$ cat src/rtl/iq_comp_seq_if.sv
// Bundle of the sequencer's host-side and iq_comp-side signals.
// slave = the sequencer, master = whatever drives it (host plus iq_comp model).
interface iq_comp_seq_if #(
   parameter int W_WIDTH = 13
);
   logic                      start;
   logic                      abort;
   logic                      load_en;
   logic signed [W_WIDTH-1:0] Wr_load;
   logic signed [W_WIDTH-1:0] Wj_load;
   logic                      settled;
   logic signed [W_WIDTH-1:0] Wr_est;
   logic signed [W_WIDTH-1:0] Wj_est;
   logic [1:0]                op_mode;
   logic                      freeze_iqcomp;
   logic signed [W_WIDTH-1:0] Wr_cfg;
   logic signed [W_WIDTH-1:0] Wj_cfg;
   logic                      busy;
   logic                      done;
   logic                      timeout_err;
   logic [2:0]                state_o;

   modport master (
      output start, abort, load_en, Wr_load, Wj_load, settled, Wr_est, Wj_est,
      input  op_mode, freeze_iqcomp, Wr_cfg, Wj_cfg, busy, done, timeout_err, state_o
   );

   modport slave (
      input  start, abort, load_en, Wr_load, Wj_load, settled, Wr_est, Wj_est,
      output op_mode, freeze_iqcomp, Wr_cfg, Wj_cfg, busy, done, timeout_err, state_o
   );
endinterface

$ cat src/rtl/iq_comp_seq.sv
// Calibration sequencer for iq_comp: runs adaptive mode until the settled
// flag holds for SETTLE_CYC cycles (or TIMEOUT_CYC expires), freezes, grabs
// the converged weights and switches iq_comp to static mode with them.
module iq_comp_seq #(
   parameter int W_WIDTH     = 13,
   parameter int SETTLE_CYC  = 16,
   parameter int TIMEOUT_CYC = 4096
) (
   input logic          clk,
   input logic          RESETn,
   iq_comp_seq_if.slave bus
);
   localparam int SW = $clog2(SETTLE_CYC + 1);
   localparam int TW = $clog2(TIMEOUT_CYC + 1);
   localparam logic [SW-1:0] S_MAX = SW'(SETTLE_CYC);
   localparam logic [TW-1:0] T_MAX = TW'(TIMEOUT_CYC);

   localparam logic [1:0] OP_BYP    = 2'b00;
   localparam logic [1:0] OP_ADAPT  = 2'b01;
   localparam logic [1:0] OP_STATIC = 2'b10;

   typedef enum logic [2:0] {
      BYPASS  = 3'd0,
      ADAPT   = 3'd1,
      CAPTURE = 3'd2,
      STATIC  = 3'd3,
      FAIL    = 3'd4
   } state_t;

   state_t                    state_q, state_d;
   logic [1:0]                op_q, op_d;
   logic                      frz_q, frz_d;
   logic signed [W_WIDTH-1:0] wr_q, wr_d, wj_q, wj_d;
   logic                      busy_q, busy_d;
   logic                      done_q, done_d;
   logic                      terr_q, terr_d;
   logic [TW-1:0]             tcnt_q, tcnt_d, tcnt_inc;
   logic [SW-1:0]             scnt_q, scnt_d, scnt_inc;
   // second CAPTURE cycle marker; first cycle lets the freeze reach iq_comp
   logic                      cap_q, cap_d;

   // Next-state and next-output decode; abort > load_en > start > internal.
   always_comb begin
      state_d = state_q;
      op_d    = op_q;
      frz_d   = frz_q;
      wr_d    = wr_q;
      wj_d    = wj_q;
      busy_d  = busy_q;
      done_d  = 1'b0;
      terr_d  = terr_q;
      tcnt_d  = tcnt_q;
      scnt_d  = scnt_q;
      cap_d   = cap_q;

      // both counters saturate so a long ADAPT can never wrap
      tcnt_inc = (tcnt_q == T_MAX) ? T_MAX : tcnt_q + 1'b1;
      scnt_inc = !bus.settled ? '0 : (scnt_q == S_MAX) ? S_MAX : scnt_q + 1'b1;

      if (bus.abort) begin
         state_d = BYPASS;
         op_d    = OP_BYP;
         frz_d   = 1'b0;
         busy_d  = 1'b0;
         tcnt_d  = '0;
         scnt_d  = '0;
         cap_d   = 1'b0;
      end else if (bus.load_en) begin
         wr_d    = bus.Wr_load;
         wj_d    = bus.Wj_load;
         state_d = STATIC;
         op_d    = OP_STATIC;
         frz_d   = 1'b1;
         busy_d  = 1'b0;
         terr_d  = 1'b0;
         tcnt_d  = '0;
         scnt_d  = '0;
         cap_d   = 1'b0;
      end else if (bus.start && state_q != CAPTURE) begin
         // a capture in flight is allowed to complete
         state_d = ADAPT;
         op_d    = OP_ADAPT;
         frz_d   = 1'b0;
         busy_d  = 1'b1;
         terr_d  = 1'b0;
         tcnt_d  = '0;
         scnt_d  = '0;
         cap_d   = 1'b0;
      end else begin
         case (state_q)
            BYPASS, STATIC, FAIL: ;
            ADAPT: begin
               tcnt_d = tcnt_inc;
               scnt_d = scnt_inc;
               if (scnt_inc == S_MAX) begin
                  // settling wins over a simultaneous timeout
                  state_d = CAPTURE;
                  frz_d   = 1'b1;
                  cap_d   = 1'b0;
               end else if (tcnt_inc == T_MAX) begin
                  state_d = FAIL;
                  op_d    = OP_BYP;
                  frz_d   = 1'b0;
                  busy_d  = 1'b0;
                  terr_d  = 1'b1;
               end
            end
            CAPTURE: begin
               if (!cap_q) begin
                  cap_d = 1'b1;
               end else begin
                  wr_d    = bus.Wr_est;
                  wj_d    = bus.Wj_est;
                  state_d = STATIC;
                  op_d    = OP_STATIC;
                  frz_d   = 1'b1;
                  busy_d  = 1'b0;
                  done_d  = 1'b1;
                  cap_d   = 1'b0;
               end
            end
            default: begin
               state_d = BYPASS;
               op_d    = OP_BYP;
               frz_d   = 1'b0;
               busy_d  = 1'b0;
               tcnt_d  = '0;
               scnt_d  = '0;
               cap_d   = 1'b0;
            end
         endcase
      end
   end

   // State, counters and every output are registered here.
   always_ff @(posedge clk or negedge RESETn) begin
      if (!RESETn) begin
         state_q <= BYPASS;
         op_q    <= OP_BYP;
         frz_q   <= 1'b0;
         wr_q    <= '0;
         wj_q    <= '0;
         busy_q  <= 1'b0;
         done_q  <= 1'b0;
         terr_q  <= 1'b0;
         tcnt_q  <= '0;
         scnt_q  <= '0;
         cap_q   <= 1'b0;
      end else begin
         state_q <= state_d;
         op_q    <= op_d;
         frz_q   <= frz_d;
         wr_q    <= wr_d;
         wj_q    <= wj_d;
         busy_q  <= busy_d;
         done_q  <= done_d;
         terr_q  <= terr_d;
         tcnt_q  <= tcnt_d;
         scnt_q  <= scnt_d;
         cap_q   <= cap_d;
      end
   end

   assign bus.op_mode       = op_q;
   assign bus.freeze_iqcomp = frz_q;
   assign bus.Wr_cfg        = wr_q;
   assign bus.Wj_cfg        = wj_q;
   assign bus.busy          = busy_q;
   assign bus.done          = done_q;
   assign bus.timeout_err   = terr_q;
   assign bus.state_o       = state_q;
endmodule

$ cat src/flat_wrapper.sv
// flat-port wrapper written by rule: the top's interface ports become plain ports
module iq_comp_seq_flat 
#(
   parameter int W_WIDTH     = 13,
   parameter int SETTLE_CYC  = 16,
   parameter int TIMEOUT_CYC = 4096
)
  (clk, RESETn, bus_start, bus_abort, bus_load_en, bus_Wr_load, bus_Wj_load, bus_settled, bus_Wr_est, bus_Wj_est, bus_op_mode, bus_freeze_iqcomp, bus_Wr_cfg, bus_Wj_cfg, bus_busy, bus_done, bus_timeout_err, bus_state_o);
  iq_comp_seq_if #(.W_WIDTH(W_WIDTH)) bus_i ();
  input logic clk;
  input logic RESETn;
  input wire logic [$bits(bus_i.start)-1:0] bus_start;
  input wire logic [$bits(bus_i.abort)-1:0] bus_abort;
  input wire logic [$bits(bus_i.load_en)-1:0] bus_load_en;
  input wire logic [$bits(bus_i.Wr_load)-1:0] bus_Wr_load;
  input wire logic [$bits(bus_i.Wj_load)-1:0] bus_Wj_load;
  input wire logic [$bits(bus_i.settled)-1:0] bus_settled;
  input wire logic [$bits(bus_i.Wr_est)-1:0] bus_Wr_est;
  input wire logic [$bits(bus_i.Wj_est)-1:0] bus_Wj_est;
  output wire logic [$bits(bus_i.op_mode)-1:0] bus_op_mode;
  output wire logic [$bits(bus_i.freeze_iqcomp)-1:0] bus_freeze_iqcomp;
  output wire logic [$bits(bus_i.Wr_cfg)-1:0] bus_Wr_cfg;
  output wire logic [$bits(bus_i.Wj_cfg)-1:0] bus_Wj_cfg;
  output wire logic [$bits(bus_i.busy)-1:0] bus_busy;
  output wire logic [$bits(bus_i.done)-1:0] bus_done;
  output wire logic [$bits(bus_i.timeout_err)-1:0] bus_timeout_err;
  output wire logic [$bits(bus_i.state_o)-1:0] bus_state_o;
  assign bus_i.start = bus_start;
  assign bus_i.abort = bus_abort;
  assign bus_i.load_en = bus_load_en;
  assign bus_i.Wr_load = bus_Wr_load;
  assign bus_i.Wj_load = bus_Wj_load;
  assign bus_i.settled = bus_settled;
  assign bus_i.Wr_est = bus_Wr_est;
  assign bus_i.Wj_est = bus_Wj_est;
  assign bus_op_mode = bus_i.op_mode;
  assign bus_freeze_iqcomp = bus_i.freeze_iqcomp;
  assign bus_Wr_cfg = bus_i.Wr_cfg;
  assign bus_Wj_cfg = bus_i.Wj_cfg;
  assign bus_busy = bus_i.busy;
  assign bus_done = bus_i.done;
  assign bus_timeout_err = bus_i.timeout_err;
  assign bus_state_o = bus_i.state_o;
  iq_comp_seq #(.W_WIDTH(W_WIDTH), .SETTLE_CYC(SETTLE_CYC), .TIMEOUT_CYC(TIMEOUT_CYC)) u_core (.clk(clk), .RESETn(RESETn), .bus(bus_i));
endmodule
$ cat config.mk
export PLATFORM = sky130hd
export DESIGN_NAME = iq_comp_seq_flat
export DESIGN_NICKNAME = d
export VERILOG_FILES = /design/src/rtl/iq_comp_seq_if.sv /design/src/rtl/iq_comp_seq.sv /design/src/flat_wrapper.sv
export SDC_FILE = /design/constraint.sdc
export NUM_CORES = 1
export LEC_CHECK = 0
export CAP_MARGIN = 20
export CELL_PAD_IN_SITES_DETAIL_PLACEMENT = 1
export CELL_PAD_IN_SITES_GLOBAL_PLACEMENT = 1
export CORE_ASPECT_RATIO = 0.9
export CORE_UTILIZATION = 32
export CTS_CLUSTER_DIAMETER = 80
export DETAILED_ROUTE_END_ITERATION = 10
export PLACE_DENSITY_LB_ADDON = 0.3
export SLEW_MARGIN = 0
export SYNTH_ARGS = -nofsm -noshare
export SYNTH_HDL_FRONTEND = slang
export SYNTH_SLANG_ARGS = --single-unit
$ cat constraint.sdc
create_clock -name clk -period 2.2 [get_ports clk]
set_clock_uncertainty 0.2 [all_clocks]
set_input_delay 0.66 -clock clk [delete_from_list [all_inputs] [get_ports clk]]
set_output_delay 0.66 -clock clk [all_outputs]
set_load 0.005 [all_outputs]
==> impl_results.md, run 1 <==
- Status: complete, but fails checks
- Failing checks: negative setup slack
- Rows: 33
- Initial antenna violation count: 0
- Post-layout min period: ~2.3 ns
- Core Area: 9084 um^2
- R2R Path End: u_core.bus.timeout_err$_DFFE_PN0P_
- ANT cells: 0
- Post-DR wirelength/cell: 16.39 um
- Peak VDD IR: between 200 and 300 uV
- Ys Warns: 0
- Drt via density: 5.028
- Dominant register cell in the synthesized netlist: dfrtp_1
- Post-Syn Area per Cell: 9.500 um^2
- #FFs+latches synth: 52
- Final ANT Viol Nets: 0
- IO Port Bufs: 92
- Synth top area share: 43.62%
- Hold_buf cts: 0
- TritonCTS clock tree: built
- Final setup TNS: -0.3950 ns
- CTS H-tree depth: 2
- Leakage Power: 0.002032 uW
- Syn Nets: between 300 and 400
- FF-to-FF Start: u_core.tcnt_q[1]$_DFFE_PN0P_
- Dpl ws: -0.3028 ns
- Die width: slightly above 100 um
- Area growth, synth to finish: 54.70%
- Pwr dens: about 500 nW/um^2
- HPWL Detailed: ~7000 um
- Fin. max-slew vios: 0
- Data arrival time of the critical path: 2.38 ns
- Starting density of the core: 32.84%
- Critical path type: register to register
- Crit path cell chain: buf_6 > inv_4 > ha_4 > and4bb_2 > nand4_4 > o31a_4 > nor4_4 > nand4b_1 > buf_4 > o21ai_2
- Num Clock Sinks: 52
- Synthesized area: roughly 3000 um^2
- Nature of the critical path startpoint: register
- Ports: 93
- Dpl cells: 552
- Final net count: 512
- 1st-pass router iterations: 4
- Max-Cap Viols: 0
- CP max FO: 3
- Tcrit/Tclk final: 106.0%
- Slew Limit Headroom: a little over two thirds
- Ratio of cells with drive above 1 in the final layout: 22.17%
- Final std cells w/o fill: about 570
- Tot Pwr: 2372 uW
- TritonCTS buffer count: 5
- Post-Route WL: 9392 um
- GR Overflow Total: 0
- Fin. Hold Viols: 0
- Critical Path Max Stage Delay: 0.45 ns
- Worst-path clk slew: 0.11 ns
- Routed via count: between 2000 and 3000
- Syn Inst Count: 314
- All-Layer GR Usage: 19.65%
- Hold Crit Class: input pin to asynchronous set/reset pin
- Worst R2R Setup Slack: -0.13 ns
- Final setup vio count: 4
- Max clock buf depth: 2
- Worst skew pair latency: approximately 0.31 ns
- FMAX: 428.7 MHz
- DRC Markers: 0
- Worst Path Required: roughly 2.3 ns
- Post-synth EDFFs: 0
- Largest cells by area after synthesis: dfrtp_1 (44%), o21ai_0 (8.9%), mux2i_1 (8.7%)
- Worst hold slack: 0.02853 ns
- Root Buffer: clkbuf_8
- RSZ-0062 raised after global routing: yes
- Die H: 93.60 um
- Final WS setup: -0.1328 ns
- First-pass GRT wire length: 15240 um
- Post-synth top area cell: dfrtp_1
- Worst Max-Slew Pin Slew: roughly 0.44 ns
- FF-to-FF path depth: 10
- Largest net degree at the start of global routing: 53
- Unique masters post-synth: between 50 and 60
- Slowest stage cell, crit path: dfrtp_2
- Asr flop ratio synth: 100.0%
- First DRT Iteration DRCs: 93
- Vias in the first global route: 3008
- Routability congestion estimate: 0.8673
- Die area: roughly 10000 um^2
- CP Capture Type: register
- Seq/Total Area, Yosys: 43.62%
[synthesized netlist by cell type, types with 4 or more instances]
cell type and number:
mux2i_1 26, xnor2_1 6, a21oi_1 8, nor3_1 5, nand4_1 4, and3_2 4, nor2_1 15, o21ai_0 53
clkbuf_1 12, dfrtp_1 52, buf_2 6, and3_1 5, inv_1 8, nand2b_1 5, ha_1 4, o31ai_1 7
nand2_1 35, nand3_1 14
[final cells by class]
| type | instances | area [um^2] |
|---|---|---|
| sequential | 52 | 1306 |
| clock buffer | 5 | 68.82 |
| multi-input combinational | 232 | 1617 |
| tap | 122 | 152.6 |
| inverter | 8 | 32.53 |
| fill | 1056 | 4469 |
| timing repair buffer | 151 | 1416 |
| clock inverter | 3 | 21.27 |
[placed cells by master, fill, tap and decap left out, drive strengths merged, types with 2 or more instances in the layout]
master,synthesis,layout
a21oi,8,8
a31o,2,2
xor2,3,3
nand3,14,14
nand2,35,35
nor3,5,5
nor4,3,3
mux2i,26,26
o21ai,56,56
inv,8,9
nand2b,5,5
o21a,2,2
clkdlybuf4s50,0,88
clkbuf,12,5
nor2,15,15
o31ai,8,8
xnor2,6,6
and3,10,10
dlymetal6s2s,0,2
a31oi,2,2
a32o,3,3
or2,2,2
and2,2,2
nand3b,2,2
dfrtp,52,52
ha,4,4
buf,10,61
nand4,5,5
nor4b,2,2
[where the power goes]
| group | internal [uW] | switching (uW) | total [uW] |
|---|---|---|---|
| Clock | 227 | 347 | 574 |
| Combinational | 397 | 264 | 661 |
| Sequential | 1060 | 74.4 | 1140 |
| Total | 1690 | 685 | 2370 |
[worst max path at each step]
stage                     slack [ns]                          from                            endpoint  cells past startpoint
after global routing           -0.26  u_core.tcnt_q[1]$_DFFE_PN0P_  u_core.bus.timeout_err$_DFFE_PN0P_                      9
after CTS                       -0.1  u_core.tcnt_q[0]$_DFFE_PN0P_   u_core.bus.op_mode[1]$_DFFE_PN0P_                      7
after detailed placement       -0.30                     bus_start       u_core.tcnt_q[11]$_DFFE_PN0P_                      9
final                          -0.13  u_core.tcnt_q[1]$_DFFE_PN0P_  u_core.bus.timeout_err$_DFFE_PN0P_                     10
after floorplan                0.005  u_core.tcnt_q[1]$_DFFE_PN0P_   u_core.bus.op_mode[0]$_DFFE_PN0P_                      8
after global placement         -0.24                     bus_start       u_core.tcnt_q[11]$_DFFE_PN0P_                      9
[stage by stage]
step           area, um^2  util [%]
2_1_floorplan        3004         -
3_3_place_gp         4352     47.91
3_5_place_dp         4352     47.91
4_1_cts              4528     49.85
5_1_grt              4614     50.80
6_report             4614     50.80
[metal layers]
layer	track usage, %	wire [um]	vias up
met5	0	0	-
met4	4.643	87	0
met3	2.509	240	10
met2	36.80	5043	51
met1	24.08	4020	1424
li1	-	-	1396
[flip-flops by register name, indices dropped and copies added (netlist names)]
signal,cells
u_core.bus.Wr_cfg,13
u_core.bus.state_o,2
u_core.bus.done,1
u_core.scnt_q,5
u_core.bus.Wj_cfg,13
u_core.cap_q,1
u_core.tcnt_q,13
u_core.bus.op_mode,2
u_core.bus.freeze_iqcomp,1
u_core.bus.timeout_err,1
[critical path: cells and delay by family (launching register included)]
| kind | cells | cell delay [ns] |
|---|---|---|
| compound gates | 2 | 0.27 |
| fa+ha+maj | 1 | 0.11 |
| flops | 1 | 0.45 |
| buf+inv | 3 | 0.36 |
| simple gates | 4 | 0.89 |
[what timing repair did]
| item | in CTS | in global routing |
|---|---|---|
| resized for setup | 9 | 13 |
| buffers inserted | 7 | 6 |
| endpoints found under the hold margin | 0 | 0 |
| pin swaps | 7 | 7 |
| setup endpoints to repair | 8 | 19 |
[cells by family after synthesis]
group / count (synthesis) / share of synthesized area, %
compound gates: 87 / 18.08
xor+xnor: 9 / 2.643
fa+ha+maj: 4 / 1.678
buf+inv: 30 / 4.530
flops: 52 / 43.62
mux: 26 / 8.725
simple gates: 106 / 20.72
Power figures use the tool's default switching activity.
==> inputs of run 2 (changes only) <==
--- a/config.mk
+++ b/config.mk
@@ -10,6 +10,7 @@
 export CELL_PAD_IN_SITES_GLOBAL_PLACEMENT = 1
 export CORE_ASPECT_RATIO = 0.9
 export CORE_UTILIZATION = 32
+export CTS_BUF_LIST = sky130_fd_sc_hd__clkbuf_16
 export CTS_CLUSTER_DIAMETER = 80
 export DETAILED_ROUTE_END_ITERATION = 10
 export PLACE_DENSITY_LB_ADDON = 0.3
==> impl_results.md, run 2 (synthesized netlist as in run 1, its figures left out) <==
- Data arrival time of the critical path: ~2.2 ns
- Post-Route WL: between 9000 and 10000 um
- Root Buffer: clkbuf_16
- TritonCTS clock tree: built
- RSZ-0062 raised after global routing: yes
- Worst skew pair latency: 0.29 ns
- Most frequent cells in the layout: clkdlybuf4s50_1 (88), buf_4 (52), o21ai_0 (51)
- Num Clock Sinks: 52
- Post-DR wirelength/cell: 16.81 um
- Register area: 1311 um^2
- Slew Limit Headroom: 66.08%
- FMAX: 449.9 MHz
- Area growth, synth to finish: 56.08%
- Final WS setup: -0.02269 ns
- Max clock buf depth: 2
- FF-to-FF path depth: 7
- Die H: 93.60 um
- Design area: 4656 um^2
- Fin util: about 51%
- Worst-path clk slew: 0.08 ns
- Worst Setup SP: u_core.tcnt_q[0]$_DFFE_PN0P_
- Most common cell after layout, fill and taps aside: clkdlybuf4s50_1
- CP Capture Type: register
- Fin. Hold Viols: 0
- Vias in the first global route: 2985
- DRC Markers: 0
- Worst Max-Slew Pin Slew: 0.5045 ns
- Final setup vio count: 2
- Drt via density: 5.053
- Peak VDD IR: 363.9 uV
- Status: complete, but fails checks
- Leakage Power: 0.002032 uW
- Failing checks: negative setup slack
- R2R Path End: u_core.bus.op_mode[1]$_DFFE_PN0P_
- Tot Pwr: around 2600 uW
- Largest net degree at the start of global routing: 53
- Worst R2R Setup Slack: -0.02 ns
- Tcrit/Tclk final: 101.0%
- Hold Crit Class: input pin to asynchronous set/reset pin
- Starting density of the core: roughly a third
- Hold_buf cts: 0
- TritonCTS buffer count: 5
- Core Area: 9084 um^2
- CTS H-tree depth: 2
- GR Overflow Total: 0
- 1st-pass router iterations: 4
- Ports: 93
- Fin. max-slew vios: 0
- IO Port Bufs: 92
- Max-Cap Viols: 0
- Slowest stage cell, crit path: dfrtp_2
- Rows: 33
- Worst Path Required: 2.18 ns
- First-pass GRT wire length: 15250 um
- Nature of the critical path startpoint: register
- Die width: 103.8 um
- Initial antenna violation count: 0
- Crit path cell chain: buf_4 > nand4_1 > nor3_1 > buf_4 > o31ai_1 > nand4b_1 > a31o_1
- Crit path to: u_core.bus.op_mode[1]$_DFFE_PN0P_
- ANT cells: 0
- Routed via count: 2885
- Final ANT Viol Nets: 0
- Area of the multi-input gates: approximately 1600 um^2
- Placed instance area: 4352 um^2
- All-Layer GR Usage: just under 20%
- Critical Path Max Stage Delay: between 0.4 and 0.5 ns
- Critical path type: register to register
- Final net count: 510
- Worst hold slack: just over 0.05 ns
- Ratio of cells with drive above 1 in the final layout: 22.49%
- Dpl ws: -0.3028 ns
- Pwr dens: 557.9 nW/um^2
- First DRT Iteration DRCs: between 100 and 150
- Post-layout min period: about 2.2 ns
- FILL cells: 1052
- CP max FO: 4
- Die area: 9712 um^2
- HPWL Detailed: approximately 7000 um
- Routability congestion estimate: a little under 0.9
- Crit-path most repeated cell: buf_4
- FF-to-FF Start: u_core.tcnt_q[0]$_DFFE_PN0P_
[run 2: cell count changes in the layout (fill, tap and decap cells not counted), moves of 2 or more]
cell	delta
dfrtp_2	+4
o21ai_1	+2
clkbuf_8	-5
clkbuf_16	+5
dfrtp_1	-4
[run 2: worst max-delay path: cells and delay by family (launching register included)]
kind	cells	cell delay [ns]
DFF	1	0.45
buffers and inverters	2	0.31
and+or+nand+nor	3	0.50
AOI/OAI and AO/OA	2	0.67
[run 2: worst min-delay path by stage]
| stage | from | to | slack (ns) | depth (start not counted) |
|---|---|---|---|---|
| after floorplan | RESETn | u_core.bus.Wj_cfg[0]$_DFFE_PN0P_ | 0.16 | 0 |
| final | RESETn | u_core.bus.Wj_cfg[1]$_DFFE_PN0P_ | 0.05 | 1 |
| after global placement | u_core.bus.Wj_cfg[3]$_DFFE_PN0P_ | u_core.bus.Wj_cfg[3]$_DFFE_PN0P_ | 0.26 | 2 |
| after detailed placement | u_core.bus.Wj_cfg[2]$_DFFE_PN0P_ | u_core.bus.Wj_cfg[2]$_DFFE_PN0P_ | 0.27 | 2 |
| after global routing | RESETn | u_core.bus.Wj_cfg[1]$_DFFE_PN0P_ | 0.07 | 1 |
| after CTS | RESETn | u_core.bus.Wj_cfg[1]$_DFFE_PN0P_ | 0.06 | 1 |
[run 2: timing repair]
item | 4_1_cts | 5_1_grt
pin swaps | 3 | 11
endpoints found under the setup margin | 9 | 20
buffers inserted | 3 | 8
resized for setup | 7 | 17
[run 2: cell type report]
| type | count | share of cell area [%] |
|---|---|---|
| timing repair buffer | 149 | 30.02 |
| tap | 122 | 3.279 |
| multi-input combinational | 232 | 34.75 |
| inverter | 8 | 0.6450 |
| clock inverter | 3 | 0.4569 |
| clock buffer | 5 | 2.687 |
| sequential | 52 | 28.16 |
[run 2: metrics by stage]
step / setup TNS (ns) / std cells
2_1_floorplan: 0 / 314
3_3_place_gp: -3.937 / 552
5_1_grt: -0.3882 / 571
4_1_cts: -0.2096 / 563
3_5_place_dp: -6.138 / 552
6_report: -0.04049 / 571
[run 2: power breakdown]
part	leakage, uW	total, uW	internal, uW	switching (uW)
clock network	0.0000702	795	425	370
logic	0.00130	663	400	264
registers	0.000665	1140	1060	75.6
[run 2: layer usage]
layer	up-vias	routed length (um)	global-route usage (%)
met5	-	0	0
met4	0	111	4.762
met3	10	204	2.160
met2	43	5150	36.41
met1	1439	4134	24.65
li1	1393	-	-
==> RTL change (settings of run 1) <==
Take the reset off `wj_q` and load it in a clocked block of its own.
--- a/src/rtl/iq_comp_seq.sv
+++ b/src/rtl/iq_comp_seq.sv
@@ -139,7 +139,6 @@
          op_q    <= OP_BYP;
          frz_q   <= 1'b0;
          wr_q    <= '0;
-         wj_q    <= '0;
          busy_q  <= 1'b0;
          done_q  <= 1'b0;
          terr_q  <= 1'b0;
@@ -151,7 +150,6 @@
          op_q    <= op_d;
          frz_q   <= frz_d;
          wr_q    <= wr_d;
-         wj_q    <= wj_d;
          busy_q  <= busy_d;
          done_q  <= done_d;
          terr_q  <= terr_d;
@@ -159,6 +157,10 @@
          scnt_q  <= scnt_d;
          cap_q   <= cap_d;
       end
+   end
+
+   always_ff @(posedge clk) begin
+      wj_q <= wj_d;
    end
 
    assign bus.op_mode       = op_q;
Behaviour: not the same (a bounded check fails within 4 cycles, from zero or initial values and one cycle with RESETn low).
==> RTL change against run 1 <==
The run still ends with setup timing left; synthesized cell count decreased by 7.6%; count of clock-buffer cells in the layout unchanged; setup slack got worse by 0.085 ns; sequential cell count unchanged; sequential share of layout area increased by 1.4 points; final area increased by 0.14%; global-route usage increased by 1.5 points; routed wire length increased by 1.7%; core utilization increased by 2.4 points; clock power increased by 3.7%; die area decreased by 2.9%; total power decreased by 5.7%; area after synthesis decreased by 2.9%; critical path type unchanged; largest cell class unchanged.
==> RTL change: results (changes against run 1) <==
Run status
  – Status: complete, but fails checks (unchanged)
  – Failing checks: setup timing (unchanged)

Worst setup path
  – Worst-path maximum fanout: 6 (was 3)
  – CP arrival: 2.43 ns (was 2.38 ns)
  – Worst r2r path cells: 7 (was 10)
  – Cell family with most CP delay: compound AO/OA/AOI/OAI gates (was simple AND/OR/NAND/NOR gates)

Final layout
  – Finished Core Util: 53.2% (was 50.8%)
  – Multi-In Gates: 208 (was 232)
  – Nonclk buf count: 159 (was 151)
  – Non-clock inverters: 9 (was 8)
  – Final non-filler cell total: 555 (was 573)
  – Non-clock buffers, area share: 31.3% (was 30.7%)

Power and ir drop
  – Net Sw Power: 0.000623 W (was 0.000685 W)
  – Peak supply drop: 277 uV (was 266 uV)
  – Lkg Pwr: 1.94 nW (was 2.03 nW)

STA
  – Setup TNS Final: -0.505 ns (was -0.395 ns)
  – Final Setup Violations: 3 (was 4)
  – Fin worst setup slack: -0.218 ns (was -0.133 ns)
  – Least-Margin Pin Slew: 0.533 ns (was 0.443 ns)

Yosys
  – Most instantiated cells after synthesis: dfrtp_1, o21ai_0, nand2_1 (was o21ai_0, dfrtp_1, nand2_1)
  – Ys async rst share: 75.0% (was 100%)
  – EDFF count, synth: 13 (was 0)
  – Ranking of synthesized cells by area: dfrtp_1, edfxtp_1, o21ai_0 (was dfrtp_1, o21ai_0, mux2i_1)
  – Cell variety after synth: 54 (was 51)

Floorplanning
  – Die ar.: 9430 sq um (was 9710 sq um)

Place
  – Routability cong.: 0.829 (was 0.867)
  – DP Area: 4360 sq um (was 4350 sq um)

Clock network
  – # resized after CTS: 24 (was 9)
  – Setup bufs post-CTS: 3 (was 7)

Global routing
  – Met1 usage: 26.9% (was 24.1%)
  – First-pass GRT wire length: 15,300 um (was 15,200 um)
  – Grt met2 use: 37.6% (was 36.8%)
-- RTL change: cell types whose count changed after synthesis, sizes merged, moves of 5 or more --
cell / change
o21ai: -19
mux2i: -12
nand2: -8
and3: -5
xnor2: -5
edfxtp: +13
mux2: +15
dfrtp: -13
-- RTL change: kinds of logic after synthesis --
logic type / share of synthesized area [%]
muxes: 10.7
and+or+nand+nor: 18.7
adders and majority gates: 1.73
buffers and inverters: 5.01
xor gates and xnor gates: 1.21
AOI/OAI and AO/OA: 15.5
DFF: 47.2
-- RTL change: power groups by stage --
stage / Clock, W / Combinational [W] / Sequential [W]
2_1_floorplan: 0 / 0.000159 / 0.00113
3_3_place_gp: 0 / 0.000504 / 0.00112
3_5_place_dp: 0 / 0.000521 / 0.00113
4_1_cts: 0.000613 / 0.000531 / 0.00111
5_1_grt: 0.000646 / 0.000579 / 0.00112
6_report: 0.000595 / 0.000531 / 0.00111
